$ cat config.mk
export PLATFORM = sky130hd
export DESIGN_NAME = button_bank
export DESIGN_NICKNAME = d
export VERILOG_FILES = /design/src/rtl/button_bank.sv
export SDC_FILE = /design/constraint.sdc
export NUM_CORES = 1
export LEC_CHECK = 0
export CORE_ASPECT_RATIO = 1.25
export CORE_MARGIN = 2
export CORE_UTILIZATION = 40
export CTS_BUF_LIST = sky130_fd_sc_hd__clkbuf_4 sky130_fd_sc_hd__clkbuf_8 sky130_fd_sc_hd__clkbuf_16
export DETAILED_ROUTE_END_ITERATION = 12
export PLACE_DENSITY = 0.65
export SLEW_MARGIN = 10
export SYNTH_ARGS = -nofsm -noshare
export SYNTH_HDL_FRONTEND = slang
export SYNTH_SLANG_ARGS = --single-unit
$ cat constraint.sdc
create_clock -name clk -period 1.75 [get_ports clk]
set_input_delay 0.175 -clock clk [delete_from_list [all_inputs] [get_ports clk]]
set_output_delay 0.175 -clock clk [all_outputs]
set_load 0.05 [all_outputs]
$ cat src/rtl/button_bank.sv
// button_bank: N independent push-button channels. Each channel has a
// two-flop synchroniser, a counter debouncer, registered press/release
// pulses and a long-press / auto-repeat state machine.
module button_bank #(
  parameter int N_CH            = 4,
  parameter int DEBOUNCE_CYCLES = 4,
  parameter int HOLD_CYCLES     = 20,
  parameter int REPEAT_CYCLES   = 5,
  parameter int ACTIVE_LOW      = 0
) (
  input  logic            clk,
  input  logic            reset_n,
  input  logic [N_CH-1:0] noisy_in,
  output logic [N_CH-1:0] debounced,
  output logic [N_CH-1:0] p_edge,
  output logic [N_CH-1:0] n_edge,
  output logic [N_CH-1:0] any_edge,
  output logic [N_CH-1:0] long_press,
  output logic [N_CH-1:0] repeat_pulse
);

  // Counter widths; the repeat counter keeps at least one bit even when
  // auto-repeat is disabled so the declaration stays legal.
  localparam int CW = $clog2(DEBOUNCE_CYCLES + 1);
  localparam int HW = $clog2(HOLD_CYCLES + 1);
  localparam int RW = $clog2(REPEAT_CYCLES + 2);

  // Terminal counts: each counter fires on the cycle it would reach its period.
  localparam logic [CW-1:0] CNT_LAST  = CW'(DEBOUNCE_CYCLES - 1);
  localparam logic [HW-1:0] HOLD_LAST = HW'(HOLD_CYCLES - 1);
  localparam logic [RW-1:0] REP_LAST  = RW'((REPEAT_CYCLES > 0) ? (REPEAT_CYCLES - 1) : 0);

  typedef enum logic [1:0] {
    ST_IDLE    = 2'd0,
    ST_PRESSED = 2'd1,
    ST_HELD    = 2'd2
  } state_e;

  for (genvar g = 0; g < N_CH; g++) begin : g_ch
    logic          pin;
    logic          s1_q, s2_q;
    logic          deb_q, deb_d;
    logic [CW-1:0] cnt_q, cnt_d;
    logic          rise, fall;
    logic          pe_q, ne_q, ae_q;
    state_e        state_q, state_d;
    logic [HW-1:0] hold_q, hold_d;
    logic [RW-1:0] rep_q, rep_d;
    logic          lp_q, lp_d;
    logic          rp_q, rp_d;

    // Normalise polarity so everything downstream sees 1 = pressed.
    assign pin = (ACTIVE_LOW != 0) ? ~noisy_in[g] : noisy_in[g];

    // Two-flop synchroniser for the asynchronous pin.
    always_ff @(posedge clk or negedge reset_n) begin
      if (!reset_n) begin
        s1_q <= 1'b0;
        s2_q <= 1'b0;
      end else begin
        s1_q <= pin;
        s2_q <= s1_q;
      end
    end

    // Debounce next state: accept s2 once it has differed for DEBOUNCE_CYCLES
    // consecutive cycles; any return to the old level restarts the count.
    always_comb begin
      deb_d = deb_q;
      cnt_d = cnt_q;
      rise  = 1'b0;
      fall  = 1'b0;
      if (s2_q == deb_q) begin
        cnt_d = '0;
      end else if (cnt_q == CNT_LAST) begin
        deb_d = s2_q;
        cnt_d = '0;
        rise  = s2_q;
        fall  = ~s2_q;
      end else begin
        cnt_d = cnt_q + CW'(1);
      end
    end

    // Debounced level and edge pulses; pulses register alongside the level
    // so they appear in the first cycle the new level is visible.
    always_ff @(posedge clk or negedge reset_n) begin
      if (!reset_n) begin
        deb_q <= 1'b0;
        cnt_q <= '0;
        pe_q  <= 1'b0;
        ne_q  <= 1'b0;
        ae_q  <= 1'b0;
      end else begin
        deb_q <= deb_d;
        cnt_q <= cnt_d;
        pe_q  <= rise;
        ne_q  <= fall;
        ae_q  <= rise | fall;
      end
    end

    // Long-press FSM registers, including the registered pulse outputs.
    always_ff @(posedge clk or negedge reset_n) begin
      if (!reset_n) begin
        state_q <= ST_IDLE;
        hold_q  <= '0;
        rep_q   <= '0;
        lp_q    <= 1'b0;
        rp_q    <= 1'b0;
      end else begin
        state_q <= state_d;
        hold_q  <= hold_d;
        rep_q   <= rep_d;
        lp_q    <= lp_d;
        rp_q    <= rp_d;
      end
    end

    // Long-press FSM next state. A release accepted in the same cycle as a
    // pending long-press or repeat takes priority and suppresses the pulse.
    always_comb begin
      state_d = state_q;
      hold_d  = hold_q;
      rep_d   = rep_q;
      lp_d    = 1'b0;
      rp_d    = 1'b0;
      case (state_q)
        ST_IDLE: begin
          hold_d = '0;
          rep_d  = '0;
          if (rise) begin
            state_d = ST_PRESSED;
          end
        end
        ST_PRESSED: begin
          if (fall) begin
            state_d = ST_IDLE;
            hold_d  = '0;
          end else if (hold_q == HOLD_LAST) begin
            state_d = ST_HELD;
            lp_d    = 1'b1;
            hold_d  = '0;
            rep_d   = '0;
          end else begin
            hold_d = hold_q + HW'(1);
          end
        end
        ST_HELD: begin
          if (fall) begin
            state_d = ST_IDLE;
            rep_d   = '0;
          end else if (REPEAT_CYCLES > 0) begin
            if (rep_q == REP_LAST) begin
              rp_d  = 1'b1;
              rep_d = '0;
            end else begin
              rep_d = rep_q + RW'(1);
            end
          end
        end
        default: begin
          state_d = ST_IDLE;
          hold_d  = '0;
          rep_d   = '0;
        end
      endcase
    end

    assign debounced[g]    = deb_q;
    assign p_edge[g]       = pe_q;
    assign n_edge[g]       = ne_q;
    assign any_edge[g]     = ae_q;
    assign long_press[g]   = lp_q;
    assign repeat_pulse[g] = rp_q;
  end

endmodule

==> results of run 1 <==
[cells in the final DEF, fill, tap and decap left out, types with 2 or more instances in the layout]
cell / n
ha_1: 16
and4bb_1: 2
nor2_1: 20
mux2_2: 3
clkdlybuf4s50_1: 24
clkinvlp_4: 3
nand2b_1: 15
nor3b_1: 8
xnor2_1: 6
nand4bb_2: 2
nor3b_2: 3
a21oi_1: 14
nand3b_1: 4
o21ai_0: 7
a31oi_1: 2
o2bb2ai_1: 6
and3_1: 5
inv_2: 4
clkbuf_8: 2
mux2i_1: 3
a22oi_1: 4
inv_1: 15
nand3_1: 10
nand2_1: 20
o22ai_1: 3
nand2b_4: 2
nor3_1: 5
nor2b_1: 9
a22o_1: 13
nor2_2: 7
buf_4: 9
o21ai_1: 9
dfrtp_1: 84
nand4bb_4: 3
clkbuf_16: 9
[what timing repair did]
item | CTS | global route
endpoints found under the hold margin | 39 | 0
hold buffers | 1 | 0
endpoints found under the setup margin | 0 | 0
[sequential cells by signal, summed over array words and instances (netlist names)]
register / count
g_ch.s1_q: 4
g_ch.state_q: 8
g_ch.lp_q: 4
g_ch.deb_q: 4
g_ch.pe_q: 4
g_ch.s2_q: 4
g_ch.hold_q: 20
g_ch.ae_q: 4
g_ch.cnt_q: 12
g_ch.ne_q: 4
g_ch.rp_q: 4
g_ch.rep_q: 12
[layout make-up]
cell class	count	area, um^2	share of cell area
clock buffers	11	253	0.0560
clock inverters	5	36.3	0.00804
inverters	19	71.3	0.0158
multi-input cells	214	1560	0.345
flip-flops and latches	84	2100	0.466
well taps	126	158	0.0349
repair buffers	35	338	0.0748
[how the worst max path moves through the flow]
stage                                        from                            end  slack (ns)  cells after the start
global route               g_ch[2].ae_q$_DFF_PN0_                    any_edge[2]        0.06                      1
floorplan           g_ch[2].hold_q[0]$_DFFE_PN0P_  g_ch[2].hold_q[2]$_DFFE_PN0P_        0.46                      5
detailed placement  g_ch[0].hold_q[0]$_DFFE_PN0P_   g_ch[0].rep_q[2]$_DFFE_PN0P_        0.35                      5
finish                     g_ch[2].pe_q$_DFF_PN0_                      p_edge[2]        0.10                      1
global placement    g_ch[2].hold_q[0]$_DFFE_PN0P_  g_ch[2].hold_q[2]$_DFFE_PN0P_        0.39                      5
CTS                        g_ch[2].pe_q$_DFF_PN0_                      p_edge[2]        0.07                      1
[through the flow]
stage | hold slack, ns | cells
floorplan | -0.121 | 343
global placement | 0.201 | 477
detailed placement | 0.204 | 477
CTS | 0.258 | 494
global route | 0.266 | 494
finish | 0.271 | 494
[power breakdown]
group | switching [W] | internal, W | total [W]
combinational | 0.000828 | 0.000567 | 0.00140
clock | 0.000755 | 0.00104 | 0.00179
sequential | 0.000282 | 0.00224 | 0.00252
total | 0.00187 | 0.00384 | 0.00571
[metal layers]
layer,track usage,vias to the layer above,wire [um]
met1,0.158,1195,2840
met5,0,-,0
met3,0.0342,12,235
li1,-,1216,-
met2,0.218,37,3070
met4,0.0716,0,146
[cell families after synthesis]
kind of cell | Yosys count | share of synthesized area
muxes | 6 | 0.0163
adders and majority gates | 16 | 0.0511
DFF | 84 | 0.536
and+or+nand+nor | 120 | 0.200
AOI/OAI and AO/OA | 66 | 0.117
xor gates and xnor gates | 6 | 0.0134
buffers and inverters | 45 | 0.0667
==> out/summary.txt, run 1 <==
status: complete, no violations
vias in the first global route: 2,437
Final setup viols: 0
CTS tree: built
crit end category: primary output
vias per cell: 4.98
hold path start: noisy_in[3]
Mapped Area: 3920 um^2
Post-Syn Area per Cell: 11.4 um^2
number of synthesized register bits: 84
critical path peak fanout: 1
Final Critical Period: 1.65 ns
GRT Overall Usage: 0.132
share of cells above drive strength 1: 0.152
Rows: 40
CP Data Required Time: 1.57 ns
Async SR Flop Fraction: 1.00
endpoints failing hold: 0
Synth area leader: dfrtp_1
Clock Pin Slew Worst Setup and Hold Paths: 0.06 ns
# clock sinks: 84
reg2reg start: g_ch[2].hold_q[0]$_DFFE_PN0P_
PortBufs: 29
die width: 92.5 um
DRT Pass-1 Iters: 5
Final HPWL DP: 4450 um
placement-stage cell area: 4220 um^2
H-tree depth: 3
Worst EP arrival: 1.47 ns
Root Driver: clkbuf_16
Startpoint Class: flip-flop
CTS resizes: 0
EDFF count, synth: 0
total power: 0.00571 W
initial cell density of the core: 0.410
Max IR drop VDD: 0.803 mV
post-route antenna net violation count: 0
n_diodes: 0
Die Y: 115 um
Post-Synthesis Cells: 343
final estimated routing congestion in global placement: 0.801
die area: 10,600 um^2
FILL cells: 884
post-layout net count: 385
Yosys cell types: 45
initial antenna violation count: 0
P_leak: 2.04 nW
reg-to-reg critical path endpoint: g_ch[2].hold_q[2]$_DFFE_PN0P_
Hold Path End: g_ch[3].s1_q$_DFF_PN0_
cell area power density: 1260 nW/um^2
Max Cap Viol: 0
cell area after layout: 4510 um^2
Setup Skew: 0.00570 ns
Final Cycle Share: 0.941
Synth area leaders: dfrtp_1, ha_1, buf_4
RSZ-0062 raised after global routing: no
GRT overflow: 0
worst r2r path cells: 5
largest net degree at the start of global routing: 43
worst setup margin: 0.103 ns
global-route wire length before repair: 11,000 um
total CTS buffers: 9
r2r setup slk: 0.33 ns
Clock Path Buffers: 2
Vias: 2,460
setup_tns: 0 ns
Seq/Total Area, Yosys: 0.536
HP Class: input port to flip-flop
Area Overhead vs Synth: 15.2%
final core occ: 0.472
max_slew headroom: 0.633
worst-margin pin slew: 0.550 ns
crit-path cells: clkdlybuf4s50_1
Setup Crit Path Kind: flip-flop to primary output
synthesis warning total: 0
slowest CP cell: clkdlybuf4s50_1
# IOs: 30
Worst path max stage delay: 0.81 ns
fmax: 607 MHz
DRT iter0 DRCs: 53
max-slew violation count: 0
Worst Path Buf+Inv: 1
area of the core: 9560 um^2
CP delay by family, top: buffers and inverters
Synth Flop Type: dfrtp_1
drt drc: 0
clk_lat worst skew: 0.34 ns
count leader, synth: dfrtp_1
worst hold path stage count: 1
leading cell types by count after synthesis: dfrtp_1, buf_4, nand2_1, nor2_1, ha_1
drt wl/cell: 12.7 um
top cell type's share of synthesized area: 0.536
post-CTS setup buffer count: 0
DRT Wirelength: 6290 um
syn_nets: 365
Place WS: 0.348 ns
No activity file was read; power rests on OpenSTA's default activity.
==> run 2: changes to the inputs <==
--- a/config.mk
+++ b/config.mk
@@ -9,6 +9,7 @@
 export CORE_MARGIN = 2
 export CORE_UTILIZATION = 40
 export CTS_BUF_LIST = sky130_fd_sc_hd__clkbuf_4 sky130_fd_sc_hd__clkbuf_8 sky130_fd_sc_hd__clkbuf_16
+export CTS_CLUSTER_DIAMETER = 80
 export DETAILED_ROUTE_END_ITERATION = 12
 export PLACE_DENSITY = 0.65
 export SLEW_MARGIN = 10
==> constraint.sdc (replaced) <==
create_clock -name clk -period 1.75 [get_ports clk]
set_input_delay 0.175 -clock clk [delete_from_list [all_inputs] [get_ports clk]]
set_output_delay 0.175 -clock clk [all_outputs]
set_load 0.02 [all_outputs]
==> out/summary.txt, run 2 (synthesis gave the netlist of run 1 again) <==
status: complete, no violations
Max IR drop VDD: 0.502 mV (-37%)
total CTS buffers: 9 (unchanged)
post-route antenna net violation count: 0 (unchanged)
Final Cycle Share: 0.934 (-0.00677)
DRT Pass-1 Iters: 4 (-1)
setup_tns: 0 ns (unchanged)
Clock Path Buffers: 2 (unchanged)
Flop pwr share: 0.447 (+0.006)
Vias: 2,484 (+0.98%)
slowest CP cell: clkdlybuf4s50_1
worst setup margin: 0.115 ns (+0.0119 ns)
area of the core: 9560 um^2 (unchanged)
worst-margin pin slew: 0.511 ns (-0.0393 ns)
GRT Overall Usage: 0.133 (+0.000891)
max_slew headroom: 0.659 (+0.0255)
Clock Pin Slew Worst Setup and Hold Paths: 0.06 ns (about the same)
initial cell density of the core: 0.410 (unchanged)
PortBufs: 29 (unchanged)
endpoints failing hold: 0 (unchanged)
# IOs: 30 (unchanged)
P_leak: 2.03 nW (-0.64%)
final estimated routing congestion in global placement: 0.766 (-4.4%)
fmax: 612 MHz (+0.73%)
Startpoint Class: flip-flop
P_sw: 0.00168 W (-10%)
HP Class: input port to flip-flop
clk_lat worst skew: 0.33 ns (about the same)
reg-to-reg critical path endpoint: g_ch[2].hold_q[2]$_DFFE_PN0P_
Area Overhead vs Synth: 15.0%
cell area power density: 1250 nW/um^2 (-1.0%)
post-layout net count: 382 (-0.78%)
DRT Wirelength: 6210 um (-1.4%)
Reg with most FFs: g_ch.hold_q
Die Y: 115 um (unchanged)
commonest non-fill, non-tap cells in the layout: dfrtp_1, clkdlybuf4s50_1, nor2_1, nand2_1, ha_1
# clock sinks: 84 (unchanged)
H-tree depth: 3 (unchanged)
worst r2r path cells: 5 (unchanged)
Internal: 0.00397 W (+3.3%)
die area: 10,600 um^2 (unchanged)
Final Critical Period: 1.64 ns (-0.0119 ns)
crit path to: debounced[3]
drt drc: 0 (unchanged)
sw frac: 0.297 (-0.0301)
critical path peak fanout: 5 (+4)
RSZ-0062 raised after global routing: no
Max Cap Viol: 0 (unchanged)
Final setup viols: 0 (unchanged)
Worst path max stage delay: 0.66 ns (-0.15 ns)
reg2reg start: g_ch[2].hold_q[0]$_DFFE_PN0P_
Root Driver: clkbuf_16
post-CTS setup buffer count: 0 (unchanged)
GRT overflow: 0 (unchanged)
largest net degree at the start of global routing: 37 (-14%)
die width: 92.5 um (unchanged)
Critical path origin: g_ch[3].deb_q$_DFFE_PN0P_
commonest non-fill, non-tap cell in the layout: dfrtp_1
max FFs per register: 20 (unchanged)
drt wl/cell: 12.7 um (-0.55%)
n_diodes: 0 (unchanged)
Setup Skew: 0.00465 ns (-0.00106 ns)
initial antenna violation count: 0 (unchanged)
crit-path cells: clkdlybuf4s50_1
vias in the first global route: 2,520 (+3.4%)
Largest regs: g_ch.hold_q x20, g_ch.cnt_q x12, g_ch.rep_q x12
Worst EP arrival: 1.46 ns (about the same)
CP Data Required Time: 1.57 ns (about the same)
CP delay by family, top: buffers and inverters
Setup Crit Path Kind: flip-flop to primary output
crit end category: primary output
Logic pwr share: 0.222 (-0.023)
vias per cell: 5.07 (+1.8%)
Place WS: 0.318 ns (-0.0304 ns)
global-route wire length before repair: 11,200 um (+2.2%)
Final HPWL DP: 4540 um (+1.8%)
Crit path depth: 1 (unchanged)
Clock power frac: 0.332 (+0.018)
r2r setup slk: 0.30 ns (-0.03 ns)
CTS tree: built
share of cells above drive strength 1: 0.132 (-0.0203)
DRT iter0 DRCs: 64 (+21%)
Worst Path Buf+Inv: 1 (unchanged)
Rows: 40 (unchanged)
max-slew violation count: 0 (unchanged)
[run 2: what timing repair did]
| item | in CTS | in global routing |
|---|---|---|
| gates resized for setup | 0 | 0 |
| hold endpoints to repair | 30 | 0 |
| hold buffers | 1 | 0 |
[run 2: worst reg2reg max path, cell delays in order, from the launching register on]
cell and delay [ns]:
dfrtp_1 0.38, ha_1 0.22, nor2b_2 0.22, nand3_1 0.19, nand3_1 0.13, a21bo_1 0.20
[run 2: layout make-up]
cell class                 count  area (um^2)
fill                         866         5050
sequential                    84         2100
clock buffer                  11          246
timing repair buffer          32          325
tap                          126          158
inverter                      19         71.3
clock inverter                 4         50.0
multi-input combinational    214         1560
[run 2: worst min path at each step]
| stage | startpoint | endpoint | slack, ns | cells after the start |
|---|---|---|---|---|
| 2_1_floorplan | reset_n | g_ch[0].ae_q$_DFF_PN0_ | -0.12 | 0 |
| 3_3_place_gp | reset_n | g_ch[3].s1_q$_DFF_PN0_ | 0.15 | 1 |
| 3_5_place_dp | reset_n | g_ch[3].s1_q$_DFF_PN0_ | 0.15 | 1 |
| 4_1_cts | noisy_in[1] | g_ch[1].s1_q$_DFF_PN0_ | 0.28 | 1 |
| 5_1_grt | noisy_in[3] | g_ch[3].s1_q$_DFF_PN0_ | 0.29 | 1 |
| 6_report | noisy_in[1] | g_ch[1].s1_q$_DFF_PN0_ | 0.28 | 1 |
[run 2: through the flow]
step / area (um^2) / std cells / utilization / hold slack (ns) / power [W]
6_report: 4510 / 490 / 0.472 / 0.285 / 0.00564
5_1_grt: 4510 / 490 / 0.472 / 0.291 / 0.00601
3_3_place_gp: 4200 / 474 / 0.440 / 0.152 / 0.00376
3_5_place_dp: 4200 / 474 / 0.440 / 0.151 / 0.00383
2_1_floorplan: 3920 / 343 / - / -0.121 / 0.00349
4_1_cts: 4510 / 490 / 0.472 / 0.276 / 0.00572
[run 2: metal layers]
layer	vias up	share of wire	global-route usage
met5	-	0	0
met3	11	0.026	0.0257
li1	1209	-	-
met1	1230	0.46	0.161
met2	34	0.50	0.228
met4	0	0.020	0.0637
[run 2: power groups by stage]
stage | Clock [W] | Combinational, W | Sequential, W
CTS | 0.00192 | 0.00127 | 0.00253
global route | 0.00201 | 0.00142 | 0.00258
finish | 0.00187 | 0.00125 | 0.00252
global placement | 0 | 0.00122 | 0.00254
detailed placement | 0 | 0.00127 | 0.00256
floorplan | 0 | 0.000999 | 0.00249
==> run 3: changes to the inputs <==
--- a/config.mk
+++ b/config.mk
@@ -5,6 +5,7 @@
 export SDC_FILE = /design/constraint.sdc
 export NUM_CORES = 1
 export LEC_CHECK = 0
+export ABC_CLOCK_PERIOD_IN_PS = 1750
 export CORE_ASPECT_RATIO = 1.25
 export CORE_MARGIN = 2
 export CORE_UTILIZATION = 40
==> results of run 3 <==
No change in the layout: final DEF, timing and power equal those of run 2.
